### src/rtl/cpu_types_pkg.sv
// cpu_types: shared widths and the writeback request record used by the
// execute/writeback slice of the barrel-threaded core.
package cpu_types;

  localparam int XLEN    = 32;
  localparam int THREADS = 4;
  localparam int TID_W   = $clog2(THREADS);
  localparam int PC_W    = 29;

  typedef logic [4:0] rs_addr_t;

  // One pending register-file write: destination, value and owning thread.
  typedef struct packed {
    rs_addr_t              rd_addr;
    logic [XLEN-1:0]       data;
    logic [TID_W-1:0]      thread;
  } wb_req_t;

endpackage

### src/rtl/wb_lsu_fifo.sv
// wb_lsu_fifo: synchronous FIFO of load results waiting for the register-file
// write port. DEPTH must be a power of two so the pointers wrap for free.
module wb_lsu_fifo
  import cpu_types::*;
#(
  parameter int  DEPTH = 4,
  localparam int AW    = $clog2(DEPTH),
  localparam int CW    = AW + 1
) (
  input  logic          clk_i,
  input  logic          rst_ni,
  input  logic          push_i,
  input  logic          pop_i,
  input  wb_req_t       din_i,
  output wb_req_t       dout_o,
  output logic [CW-1:0] count_o,
  output logic          full_o,
  output logic          empty_o
);

  wb_req_t       mem_q [DEPTH];
  logic [AW-1:0] wr_ptr_q;
  logic [AW-1:0] rd_ptr_q;
  logic [CW-1:0] count_q;
  logic [CW-1:0] count_d;

  // Storage array: payload only, so it is written on push and never reset.
  always_ff @(posedge clk_i) begin
    if (push_i) mem_q[wr_ptr_q] <= din_i;
  end

  // Occupancy: a simultaneous push and pop leaves the count unchanged.
  always_comb begin
    count_d = count_q;
    if (push_i && !pop_i)      count_d = count_q + 1'b1;
    else if (pop_i && !push_i) count_d = count_q - 1'b1;
  end

  // Pointer and count registers; reset empties the queue.
  always_ff @(posedge clk_i or negedge rst_ni) begin
    if (!rst_ni) begin
      wr_ptr_q <= '0;
      rd_ptr_q <= '0;
      count_q  <= '0;
    end else begin
      if (push_i) wr_ptr_q <= wr_ptr_q + 1'b1;
      if (pop_i)  rd_ptr_q <= rd_ptr_q + 1'b1;
      count_q <= count_d;
    end
  end

  assign dout_o  = mem_q[rd_ptr_q];
  assign count_o = count_q;
  assign full_o  = (count_q == CW'(DEPTH));
  assign empty_o = (count_q == '0);

endmodule

### src/rtl/exu_writeback.sv
// exu_writeback: merges ALU results and queued LSU loads onto the single
// register-file write port, holds one PC per hardware thread and pulses
// thread_done when an instruction retires.
// Optional feature macro: WB_PERF_EN adds saturating 32-bit event counters.
module exu_writeback #(
  parameter int  XLEN      = cpu_types::XLEN,
  parameter int  THREADS   = cpu_types::THREADS,
  parameter int  PC_W      = cpu_types::PC_W,
  parameter int  LSU_DEPTH = 4,
  localparam int TID_W     = $clog2(THREADS)
) (
  input  logic                    clk,
  input  logic                    rst,
  input  logic                    alu_valid,
  input  logic                    alu_rd_en,
  input  logic [4:0]              alu_rd_addr,
  input  logic [XLEN-1:0]         alu_rd_data,
  input  logic [PC_W-1:0]         alu_new_pc,
  input  logic [TID_W-1:0]        alu_thread,
  input  logic                    lsu_valid,
  output logic                    lsu_ready,
  input  logic [4:0]              lsu_rd_addr,
  input  logic [XLEN-1:0]         lsu_rd_data,
  input  logic [TID_W-1:0]        lsu_thread,
  output logic                    rf_we,
  output logic [4:0]              rf_waddr,
  output logic [XLEN-1:0]         rf_wdata,
  output logic [TID_W-1:0]        rf_thread,
  output logic [THREADS*PC_W-1:0] pc_q,
`ifdef WB_PERF_EN
  output logic [31:0]             perf_alu_wr,
  output logic [31:0]             perf_lsu_wr,
  output logic [31:0]             perf_lsu_stall,
`endif
  output logic [THREADS-1:0]      thread_done
);

  import cpu_types::*;

  localparam int CW = $clog2(LSU_DEPTH) + 1;

  wb_req_t          fifo_din;
  wb_req_t          fifo_head;
  logic [CW-1:0]    fifo_count;
  logic             fifo_full;
  logic             fifo_empty;
  logic             fifo_push;
  logic             fifo_pop;
  logic [CW:0]      cnt_next;

  logic             alu_wr;
  logic             alu_load_slot;
  logic             alu_retire;
  logic             lsu_wr;

  logic             rf_we_q,     rf_we_d;
  logic [4:0]       rf_waddr_q,  rf_waddr_d;
  logic [XLEN-1:0]  rf_wdata_q,  rf_wdata_d;
  logic [TID_W-1:0] rf_thread_q, rf_thread_d;
  logic [THREADS-1:0] done_q,    done_d;
  logic             lsu_ready_q, lsu_ready_d;
  logic [PC_W-1:0]  pc_tbl_q [THREADS];

  // A load's ALU slot carries rd with rd_en low: the LSU owns that rd and
  // retires the thread later, so the slot itself must not pulse done.
  assign alu_wr        = alu_valid && alu_rd_en && (alu_rd_addr != 5'd0);
  assign alu_load_slot = alu_valid && !alu_rd_en && (alu_rd_addr != 5'd0);
  assign alu_retire    = alu_valid && !alu_load_slot;

  assign fifo_din  = '{rd_addr: lsu_rd_addr, data: lsu_rd_data, thread: lsu_thread};
  assign fifo_push = lsu_valid && lsu_ready_q && !fifo_full;
  assign fifo_pop  = !fifo_empty && !alu_wr;
  assign lsu_wr    = fifo_pop && (fifo_head.rd_addr != 5'd0);

  wb_lsu_fifo #(
    .DEPTH   (LSU_DEPTH)
  ) u_lsu_fifo (
    .clk_i   (clk),
    .rst_ni  (rst),
    .push_i  (fifo_push),
    .pop_i   (fifo_pop),
    .din_i   (fifo_din),
    .dout_o  (fifo_head),
    .count_o (fifo_count),
    .full_o  (fifo_full),
    .empty_o (fifo_empty)
  );

  // Ready is registered from next-cycle occupancy so it drops right after
  // the last slot fills and reads 0 while reset is held.
  assign cnt_next    = {1'b0, fifo_count} + {{CW{1'b0}}, fifo_push} - {{CW{1'b0}}, fifo_pop};
  assign lsu_ready_d = (cnt_next < (CW+1)'(LSU_DEPTH));

  // Write-port arbitration: ALU has fixed priority, x0 writes are dropped,
  // and the address/data registers hold their value when nothing writes.
  always_comb begin
    rf_we_d     = alu_wr || lsu_wr;
    rf_waddr_d  = rf_waddr_q;
    rf_wdata_d  = rf_wdata_q;
    rf_thread_d = rf_thread_q;
    done_d      = '0;
    if (alu_wr) begin
      rf_waddr_d  = alu_rd_addr;
      rf_wdata_d  = alu_rd_data;
      rf_thread_d = alu_thread;
    end else if (lsu_wr) begin
      rf_waddr_d  = fifo_head.rd_addr;
      rf_wdata_d  = fifo_head.data;
      rf_thread_d = fifo_head.thread;
    end
    if (alu_retire) done_d[alu_thread]       = 1'b1;
    if (fifo_pop)   done_d[fifo_head.thread] = 1'b1;
  end

  // Registered write port, retire pulses and LSU ready.
  always_ff @(posedge clk or negedge rst) begin
    if (!rst) begin
      rf_we_q     <= 1'b0;
      rf_waddr_q  <= '0;
      rf_wdata_q  <= '0;
      rf_thread_q <= '0;
      done_q      <= '0;
      lsu_ready_q <= 1'b0;
    end else begin
      rf_we_q     <= rf_we_d;
      rf_waddr_q  <= rf_waddr_d;
      rf_wdata_q  <= rf_wdata_d;
      rf_thread_q <= rf_thread_d;
      done_q      <= done_d;
      lsu_ready_q <= lsu_ready_d;
    end
  end

  // Per-thread PC table: every ALU result carries the thread's next PC.
  always_ff @(posedge clk or negedge rst) begin
    if (!rst) begin
      for (int t = 0; t < THREADS; t++) pc_tbl_q[t] <= '0;
    end else if (alu_valid) begin
      pc_tbl_q[alu_thread] <= alu_new_pc;
    end
  end

  for (genvar t = 0; t < THREADS; t++) begin : g_pc_out
    assign pc_q[t*PC_W +: PC_W] = pc_tbl_q[t];
  end

  assign rf_we       = rf_we_q;
  assign rf_waddr    = rf_waddr_q;
  assign rf_wdata    = rf_wdata_q;
  assign rf_thread   = rf_thread_q;
  assign thread_done = done_q;
  assign lsu_ready   = lsu_ready_q;

`ifdef WB_PERF_EN
  logic [31:0] perf_alu_q;
  logic [31:0] perf_lsu_q;
  logic [31:0] perf_stall_q;

  function automatic logic [31:0] sat_inc(input logic [31:0] v);
    return (v == '1) ? v : v + 32'd1;
  endfunction

  // Event counters stick at all-ones instead of wrapping.
  always_ff @(posedge clk or negedge rst) begin
    if (!rst) begin
      perf_alu_q   <= '0;
      perf_lsu_q   <= '0;
      perf_stall_q <= '0;
    end else begin
      if (alu_wr)                    perf_alu_q   <= sat_inc(perf_alu_q);
      if (lsu_wr)                    perf_lsu_q   <= sat_inc(perf_lsu_q);
      if (lsu_valid && !lsu_ready_q) perf_stall_q <= sat_inc(perf_stall_q);
    end
  end

  assign perf_alu_wr    = perf_alu_q;
  assign perf_lsu_wr    = perf_lsu_q;
  assign perf_lsu_stall = perf_stall_q;
`else
  // Performance counters are compiled out of this build.
`endif

endmodule

### config.mk
export PLATFORM = sky130hd
export DESIGN_NAME = exu_writeback
export DESIGN_NICKNAME = d
export VERILOG_FILES = /design/src/rtl/cpu_types_pkg.sv /design/src/rtl/wb_lsu_fifo.sv /design/src/rtl/exu_writeback.sv
export SDC_FILE = /design/constraint.sdc
export NUM_CORES = 1
export LEC_CHECK = 0
export ABC_AREA = 0
export CORE_AREA = 10 10 170 172
export CTS_CLUSTER_DIAMETER = 150
export CTS_CLUSTER_SIZE = 10
export DETAILED_ROUTE_END_ITERATION = 12
export DIE_AREA = 0 0 180 182
export PLACE_DENSITY = 0.81
export SLEW_MARGIN = 20
export SYNTH_ARGS = -nofsm -noshare
export SYNTH_HDL_FRONTEND = slang
export SYNTH_SLANG_ARGS = --single-unit
### constraint.sdc
create_clock -name clk -period 3 [get_ports clk]
set_clock_uncertainty 0.15 [all_clocks]
set_input_delay 0.75 -clock clk [delete_from_list [all_inputs] [get_ports clk]]
set_output_delay 0.75 -clock clk [all_outputs]
set_load 0.01 [all_outputs]
==> results of run 1 <==
## per-layer routing
metal	vias to the layer above	share of wire [%]	track usage, %
met5	-	0.19	0
met4	10	1.4	4.60
met3	44	9.9	7.53
met2	320	47	30.5
met1	3892	41	24.0
li1	3382	-	-
## through the flow
| stage | power (W) | setup TNS [ns] | hold WS [ns] | std cells | cell area, µm² |
|---|---|---|---|---|---|
| after detailed placement | 0.0108 | -0.677 | 0.342 | 1344 | 16000 |
| final | 0.0148 | 0 | 0.0268 | 1405 | 17100 |
| after global placement | 0.0107 | -0.596 | 0.336 | 1344 | 16000 |
| after CTS | 0.0150 | 0 | 0.0211 | 1404 | 17100 |
| after global routing | 0.0155 | 0 | 0.0519 | 1404 | 17100 |
| after floorplan | 0.00852 | 0 | 0.304 | 738 | 12600 |
## registers in the layout (all words and copies together) (netlist names)
register and flops:
u_lsu_fifo.count_o 3, u_lsu_fifo.rd_ptr_q 2, u_lsu_fifo.wr_ptr_q 2, thread_done 4
rf_wdata 32, lsu_ready 1, u_lsu_fifo.mem_q 156, rf_thread 2
rf_waddr 5, pc_q 116, rf_we 1
## power by group
group | leakage (nW) | switching (W) | total (W) | internal, W
Combinational | 2.49 | 0.00217 | 0.00473 | 0.00256
Sequential | 3.38 | 0.000479 | 0.00599 | 0.00551
Clock | 0.520 | 0.00166 | 0.00405 | 0.00239
Total | 6.40 | 0.00431 | 0.0148 | 0.0105
## cell families (layout without fill, tap and decap cells)
kind of cell / count (synthesis) / after routing
simple gates: 110 / 110
buf+inv: 47 / 378
fa+ha+maj: 9 / 9
mux: 157 / 157
compound gates: 84 / 84
xor+xnor: 7 / 7
other cells: 0 / 1
flops: 324 / 324
## Yosys cell counts, types with 2 or more instances
cell type	instances	share of area, %
sky130_fd_sc_hd__clkbuf_1	21	0.63
sky130_fd_sc_hd__mux2_2	117	10
sky130_fd_sc_hd__nor3_1	4	0.16
sky130_fd_sc_hd__inv_1	8	0.24
sky130_fd_sc_hd__mux4_2	39	7.0
sky130_fd_sc_hd__nand3_1	2	0.080
sky130_fd_sc_hd__edfxtp_1	156	37
sky130_fd_sc_hd__ha_1	8	0.80
sky130_fd_sc_hd__xnor2_1	6	0.42
sky130_fd_sc_hd__nor2_1	51	1.5
sky130_fd_sc_hd__o22ai_1	3	0.15
sky130_fd_sc_hd__buf_1	5	0.15
sky130_fd_sc_hd__a21oi_1	38	1.5
sky130_fd_sc_hd__dfrtp_1	168	33
sky130_fd_sc_hd__and2_1	4	0.20
sky130_fd_sc_hd__nor3b_1	2	0.12
sky130_fd_sc_hd__buf_2	5	0.20
sky130_fd_sc_hd__a21oi_2	30	2.1
sky130_fd_sc_hd__buf_6	7	0.63
sky130_fd_sc_hd__o32ai_1	2	0.14
sky130_fd_sc_hd__nand2_1	39	1.2
sky130_fd_sc_hd__a221oi_1	4	0.28
sky130_fd_sc_hd__nand3b_1	3	0.18
## cell type report
class	instances	area (µm²)	area share, %
repair buffers	310	3170	18.6
diodes	1	2.50	0.0147
multi-input cells	367	3460	20.3
well taps	335	419	2.46
inverters	8	30.0	0.176
clock buffers	57	1040	6.12
clock inverters	3	41.3	0.242
flip-flops and latches	324	8890	52.1
## path summary, 6_finish.rpt
kind | slack (ns) | endpoint | start | cells after the start
worst max-delay path | 0.16 | u_lsu_fifo.count_o[1] | alu_rd_addr[1] | 9
worst min-delay path | 0.03 | pc_q[91] | rst | 1
worst max register to register | 0.19 | rf_wdata[14] | u_lsu_fifo.rd_ptr_q[0] | 6
worst min register to register | 0.35 | pc_q[101] | pc_q[101] | 1
max in group asynchronous | 2.01 | pc_q[56] | rst | 2
min in group clk | 0.35 | pc_q[101] | pc_q[101] | 1
==> qor.yml, run 1 <==
worst_setup_path_start_kind: "primary input"
run_status: "finished clean"
netlist_area_mm2: 0.0126
endpoint_kind: "register"
synth_enable_flop_cells: 156
fp.dieH_um: 182
vias_per_cell: 5.44
report.final.slew_viol_count: 0
grt_start_max_net_pins: 50
cts_resized: 0
fin_util_pct: 66.6
post-cts-setup-buffers: 0
clock-sinks: 324
rsz0062_at_grt: "false"
max-clock-path-buffers: 3
min_period_over_period_pct: 94.6
clock-root-buffer: "sky130_fd_sc_hd__clkbuf_16"
power_density_mw_per_mm2: 865
mostFrequentLayoutCell: "sky130_fd_sc_hd__clkdlybuf4s50_1"
via_count: 7648
critical-path-slowest-cell: "sky130_fd_sc_hd__or4_1"
crit_family: "simple AND/OR/NAND/NOR gates"
worstPathCellList: "clkdlybuf4s50_1 > or4_1 > o211a_2 > nor2_2 > inv_1 > ha_1 > inv_1 > fa_1 > mux2_2"
synth_xor_xnor_area_share_pct: 0.488
detailed_place_hpwl_um: 21800
timing.slew.headroom_pct: 54.7
synth_fa_ha_area_share_pct: 0.956
syn-mean-instance-area_um2: 17.0
time_the_worst_path_needs_with_i_o_delays_and_setup_ns: 2.84
clock_latency_ns: 0.52
ys_ff_latch: 324
power.static_leakage_nw: 6.40
boundaryPins: 273
fp.dieArea_mm2: 0.0328
post_route_cells_drive_above_1_share_pct: 26.3
tritoncts.num_buffers: 38
fillerInstances: 1737
fmax_mhz: 352
detailedRoute.firstIterationViolations: 462
final.setup.worst_slack_ns: 0.163
floorplan.initialDensity_pct: 49.1
clkSlewWorstSetupHoldPaths_ns: 0.05
tritoncts: "done"
cts.htree.levels: 2
hold_viol: 0
worst-path-buf-inv: 3
detail_route.first_pass.iterations: 4
synth-async-reset-ratio_pct: 51.9
die-width_um: 180
core_region_area_mm2: 0.0256
nNetsFinal: 1170
ctsHoldBuffers: 0
critical_path_peak_fanout: 2
grt_pass1_vias: 8261
core.rowCount: 59
port_buffers: 272
wire_per_inst_um: 22.6
grt_pass1_wl_um: 49700
synth_compound_area_share_pct: 4.64
crit_required_ns: 3.24
tightest_slew_ns: 0.680
yosysSeqAreaShare_pct: 70.7
most_used_flip_flop_cell_after_synthesis: "sky130_fd_sc_hd__dfrtp_1"
unique_masters_post_synth: 39
cap_violations: 0
ys_warn_count: 0
global_placement_routability_congestion: 0.778
setup_viol_count_final: 0
timing.critical_path.mode_cell: "sky130_fd_sc_hd__inv_1"
muxShareOfSynthArea_pct: 17.5
ant_nets: 0
track_usage_pct: 19.1
min_path_type: "in -> async"
syn2layout_area_growth_pct: 35.7
combinational_family_with_the_most_area_after_synthesis: "multiplexers"
synth_area_in_simple_gates_pct: 3.75
syn-num-nets: 859
vdd.ir_drop.worst_mv: 0.528
post_route_drc_violation_count: 0
layout_common_cells: "sky130_fd_sc_hd__clkdlybuf4s50_1 (271), sky130_fd_sc_hd__dfrtp_1 (166), sky130_fd_sc_hd__edfxtp_1 (156)"
syn-instance-count: 738
grt_antenna_before_repair: 6
critical_path_arrival_ns: 3.08
worst-setup-path-type: "in -> reg"
detailedPlace.worstSlack_ns: -0.362
drt_wl_total_um: 31800
grt-ovfl-total: 0
critPathMaxStageDelay_ns: 0.54
(Power assumes the default switching activity.)
==> inputs of run 2 (changes only) <==
CORE_AREA = 10 10 179 181   (was 10 10 170 172)
DIE_AREA = 0 0 189 191   (was 0 0 180 182)
PLACE_DENSITY = default   (was 0.81)
PLACE_DENSITY_LB_ADDON = 0.05   (was default)
==> run 2 against run 1 <==
  * Design area grew 0.14%
  * Global-route usage decreased by 2.1 points
  * Total power down 1.0%
  * Sequential power shrank 1%
  * Via count shrank 3.7%
  * Highest routed layer is now met4
==> qor.yml, run 2 (synthesis results as in run 1) <==
die-width_um: 189
via_count: 7362
drt_wl_total_um: 30900
report.final.slew_viol_count: 0
timing.slew.headroom_pct: 50.5
post_route_drc_violation_count: 0
grt_start_max_net_pins: 55
power_density_mw_per_mm2: 855
hold_viol: 0
worst_setup_path_start_kind: "primary input"
post-cts-setup-buffers: 0
core_region_area_mm2: 0.0285
post_route_cells_drive_above_1_share_pct: 26.4
placed_cells_incl_taps: 1392
largest-register: "u_lsu_fifo.mem_q"
core.rowCount: 62
endpoint_kind: "register"
worst-setup-path-type: "in -> reg"
clock-sinks: 324
clock-root-buffer: "sky130_fd_sc_hd__clkbuf_16"
intPower_w: 0.0104
critical_path_peak_fanout: 2
power_switching_share_pct: 28.8
fmax_mhz: 346
layout_common_cells: "sky130_fd_sc_hd__clkdlybuf4s50_1 (271), sky130_fd_sc_hd__dfrtp_1 (166), sky130_fd_sc_hd__edfxtp_1 (156)"
nNetsFinal: 1169
cts.htree.levels: 2
power.static_leakage_nw: 6.38
tritoncts.num_buffers: 38
run_status: "finished clean"
power_frac_clock_pct: 27.7
wire_per_inst_um: 21.3
global_placement_routability_congestion: 0.730
fp.dieH_um: 191
detailed_place_hpwl_um: 21300
min_path_type: "in -> async"
clock_latency_ns: 0.52
critical_path_arrival_ns: 3.14
vdd.ir_drop.worst_mv: 0.448
rsz0062_at_grt: "false"
detail_route.first_pass.iterations: 5
ant_nets: 0
grt_pass1_wl_um: 48400
tritoncts: "done"
fp.dieArea_mm2: 0.0361
min_period_over_period_pct: 96.3
clkSlewWorstSetupHoldPaths_ns: 0.06
vias_per_cell: 5.07
grt_pass1_vias: 8099
mostFrequentLayoutCell: "sky130_fd_sc_hd__clkdlybuf4s50_1"
pwr-share-seq_pct: 40.5
cap_violations: 0
max-clock-path-buffers: 3
floorplan.initialDensity_pct: 44.2
detailedRoute.firstIterationViolations: 285
port_buffers: 272
tightest_slew_ns: 0.743
grt-ovfl-total: 0
setup_viol_count_final: 0
comb_power_share_pct: 31.8
boundaryPins: 273
largest_reg_flops: 156
grt_antenna_before_repair: 2
time_the_worst_path_needs_with_i_o_delays_and_setup_ns: 2.89
holdWs_ns: 0.00510
total_switching_power_w: 0.00421
crit_required_ns: 3.25
track_usage_pct: 17.0
post_layout_cell_count: 1453
syn2layout_area_growth_pct: 35.9
## run 2: changes by cell type in the layout (fill, tap and decap cells not counted), sizes merged
cell    change
buf         -1
clkbuf      -1
diode       +1
## run 2: layer usage
metal / up-vias / GRT usage [%] / wire, µm
li1: 3379 / - / -
met1: 3725 / 21.5 / 13400
met2: 226 / 28.2 / 14900
met3: 32 / 5.38 / 2280
met4: 0 / 4.00 / 416
met5: - / 0 / 0
## run 2: critical path, cell delays in order
cell and delay (ns):
sky130_fd_sc_hd__clkdlybuf4s50_1 0.42, sky130_fd_sc_hd__or4_4 0.55, sky130_fd_sc_hd__o211a_2 0.27, sky130_fd_sc_hd__nor2_2 0.12
sky130_fd_sc_hd__inv_1 0.07, sky130_fd_sc_hd__ha_1 0.20, sky130_fd_sc_hd__inv_1 0.07, sky130_fd_sc_hd__fa_1 0.41
sky130_fd_sc_hd__mux2_2 0.27
## run 2: area by class of cell
type	instances	area [µm²]
clock buffer	56	1040
inverter	8	30.0
tap	384	480
sequential	324	8890
multi-input combinational	367	3470
clock inverter	3	41.3
timing repair buffer	309	3130
fill	2228	11400
antenna	2	5.00
## run 2: through the flow
stage | setup TNS (ns) | power [W] | cell area, µm² | worst slack (ns) | util, %
4_1_cts | 0 | 0.0149 | 17100 | 0.111 | 60.0
3_3_place_gp | -0.904 | 0.0107 | 16000 | -0.402 | 56.2
3_5_place_dp | -1.00 | 0.0108 | 16000 | -0.413 | 56.2
6_report | 0 | 0.0146 | 17100 | 0.111 | 60.0
5_1_grt | 0 | 0.0154 | 17100 | 0.00571 | 60.0
2_1_floorplan | 0 | 0.00852 | 12600 | 0.0165 | -
## run 2: what timing repair did
item / 4_1_cts / 5_1_grt
hold buffers: 0 / 0
resized for setup: 0 / 1
setup endpoints to repair: 0 / 1
## run 2: worst paths after layout
| kind | start | to | slack (ns) | depth (start not counted) |
|---|---|---|---|---|
| worst min-delay path | rst | pc_q[8] | 0.005 | 1 |
| min in group clk | pc_q[115] | pc_q[115] | 0.35 | 1 |
| worst min register to register | pc_q[115] | pc_q[115] | 0.35 | 1 |
| max in group asynchronous | rst | pc_q[5] | 1.92 | 2 |
| worst max-delay path | alu_rd_addr[1] | u_lsu_fifo.count_o[1] | 0.11 | 9 |
| worst max register to register | u_lsu_fifo.rd_ptr_q[0] | rf_thread[1] | 0.28 | 6 |
## run 2: power by group through the flow
stage	logic, W	clock network [W]	registers [W]
2_1_floorplan	0.00229	0	0.00623
3_3_place_gp	0.00470	0	0.00599
4_1_cts	0.00476	0.00418	0.00593
6_report	0.00465	0.00405	0.00592
3_5_place_dp	0.00475	0	0.00601
5_1_grt	0.00505	0.00435	0.00604
==> inputs of run 3 (changes only) <==
REMOVE_ABC_BUFFERS = 1   (was default)
SETUP_SLACK_MARGIN = 0.5   (was default)
==> run 3 against run 2 <==
  * Utilization increased by 0.83 points
  * Wire length increased by 0.85%
  * Global-route usage increased by 0.12 points
  * Maximum frequency increased by 13%
  * Non-clock buffer count increased by 13
  * Design area increased by 1.4%
  * Via count increased by 1.4%
  * Critical path type is now reg -> reg
  * Largest cell class unchanged
==> qor.yml, run 3 (synthesis results as in run 1) <==
run_status: "finished clean"
layout_common_cells: "sky130_fd_sc_hd__clkdlybuf4s50_1 (267), sky130_fd_sc_hd__dfrtp_1 (166), sky130_fd_sc_hd__edfxtp_1 (156)"
tritoncts: "done"
crit_family: "simple AND/OR/NAND/NOR gates"
clock_latency_ns: 0.51
clock-sinks: 324
crit_required_ns: 3.24
largest-register: "u_lsu_fifo.mem_q"
global_placement_routability_congestion: 0.762
min_path_type: "in -> async"
timing.slew.headroom_pct: 47.5
core.rowCount: 62
worst_setup_path_start_kind: "register"
grt_pass1_vias: 8162
min_period_over_period_pct: 85.5
critical_path_arrival_ns: 2.81
detail_route.first_pass.iterations: 4
detailedPlace.worstSlack_ns: -0.413
floorplan.initialDensity_pct: 44.2
ctsHoldBuffers: 0
cts.htree.levels: 2
vias_per_cell: 5.08
fmax_mhz: 390
pwr-share-seq_pct: 39.7
timing.critical_path.mode_cell: "sky130_fd_sc_hd__a21oi_1"
largest_reg_flops: 156
rsz0062_at_grt: "true"
post_route_drc_violation_count: 0
critPathMaxStageDelay_ns: 0.56
power_switching_share_pct: 28.7
wire_per_inst_um: 21.2
final.setup.worst_slack_ns: 0.434
power_density_mw_per_mm2: 863
tightest_slew_ns: 0.788
nNetsFinal: 1182
vdd.ir_drop.worst_mv: 0.412
setup_viol_count_final: 0
comb_power_share_pct: 33.2
grt_pass1_wl_um: 48500
syn2layout_area_growth_pct: 37.8
intPower_w: 0.0106
mostFrequentLayoutCell: "sky130_fd_sc_hd__clkdlybuf4s50_1"
critical_path_peak_fanout: 12
fp.dieArea_mm2: 0.0361
grt_start_max_net_pins: 66
die-width_um: 189
power.static_leakage_nw: 6.49
port_buffers: 272
hold_viol: 0
power_frac_clock_pct: 27.0
total_power_w: 0.0149
grt-ovfl-total: 0
detailed_place_hpwl_um: 21300
max-clock-path-buffers: 3
total_switching_power_w: 0.00429
worst-setup-path-type: "reg -> reg"
post_layout_cell_count: 1469
via_count: 7468
worstPathCellList: "mux4_2 > or4_4 > o21a_4 > buf_12 > a21oi_1 > a21oi_1"
accumulated_negative_setup_slack_ns: 0
time_the_worst_path_needs_with_i_o_delays_and_setup_ns: 2.57
detailedRoute.firstIterationViolations: 329
ant_nets: 0
grt_antenna_before_repair: 6
fp.dieH_um: 191
drt_wl_total_um: 31200
cap_violations: 0
critical-path-slowest-cell: "sky130_fd_sc_hd__or4_4"
tritoncts.num_buffers: 38
boundaryPins: 273
clkSlewWorstSetupHoldPaths_ns: 0.05
worst-path-buf-inv: 1
clock-root-buffer: "sky130_fd_sc_hd__clkbuf_16"
placed_cells_incl_taps: 1394
core_region_area_mm2: 0.0285
endpoint_kind: "register"
report.final.slew_viol_count: 0
post_route_cells_drive_above_1_share_pct: 27.7
track_usage_pct: 17.1
-- run 3: changes by cell type in the layout (fill, tap and decap cells not counted), moves of 4 or more --
cell,delta
sky130_fd_sc_hd__buf_4,+7
sky130_fd_sc_hd__clkdlybuf4s50_1,-4
sky130_fd_sc_hd__a21oi_4,+6
sky130_fd_sc_hd__a21oi_2,-6
sky130_fd_sc_hd__buf_12,+5
-- run 3: through the flow --
stage               hold WS (ns)  area [µm²]  utilization (%)
floorplan                  0.304       12400                -
detailed placement         0.342       16000             56.3
finish                    0.0773       17300             60.8
CTS                        0.105       17300             60.7
global route               0.115       17300             60.8
global placement           0.337       16000             56.3
-- run 3: what timing repair did --
action / CTS / global route
resized for setup: 29 / 9
pin swaps: 6 / 4
buffers inserted: 8 / 2
cloned: 1 / 0
setup endpoints to repair: 42 / 42
-- run 3: path summary, 6_finish.rpt --
kind                                         from           end  slack (ns)  cells past startpoint
min reg2reg                              pc_q[51]      pc_q[51]        0.35                      1
max                        u_lsu_fifo.rd_ptr_q[0]  rf_wdata[31]        0.43                      6
min                                           rst      pc_q[71]        0.08                      1
min in group clk                         pc_q[51]      pc_q[51]        0.35                      1
max in group asynchronous                     rst      pc_q[28]        1.90                      2
max reg2reg                u_lsu_fifo.rd_ptr_q[0]  rf_wdata[31]        0.43                      6
-- run 3: layout make-up --
type                    instances  area [µm²]
clock buffers                  59        1050
inverters                       8        30.0
diodes                          3        7.51
flip-flops and latches        324        8890
repair buffers                322        3290
multi-input cells             367        3550
clock inverters                 2        17.5
fillers                      2224       11100
well taps                     384         480
-- run 3: power groups by stage --
stage	logic [W]	clock network [W]	registers, W
floorplan	0.00197	0	0.00641
global placement	0.00471	0	0.00601
detailed placement	0.00474	0	0.00603
CTS	0.00505	0.00417	0.00595
global route	0.00539	0.00433	0.00605
finish	0.00496	0.00404	0.00594
-- run 3: routing by layer --
| layer | wire [µm] | share of wire (%) | GRT usage, % | vias up |
|---|---|---|---|---|
| met2 | 14600 | 47 | 27.7 | 240 |
| met3 | 2340 | 7.5 | 5.23 | 49 |
| met5 | 26 | 0.083 | 0 | - |
| met1 | 13500 | 43 | 22.1 | 3769 |
| met4 | 639 | 2.0 | 4.64 | 4 |
| li1 | - | - | - | 3406 |
-- run 3: worst reg2reg max path, stage by stage (launching register included) --
cell and delay, ns:
sky130_fd_sc_hd__dfrtp_2 0.47, sky130_fd_sc_hd__mux4_2 0.54, sky130_fd_sc_hd__or4_4 0.56, sky130_fd_sc_hd__o21a_4 0.29, sky130_fd_sc_hd__buf_12 0.18, sky130_fd_sc_hd__a21oi_1 0.18
sky130_fd_sc_hd__a21oi_1 0.09
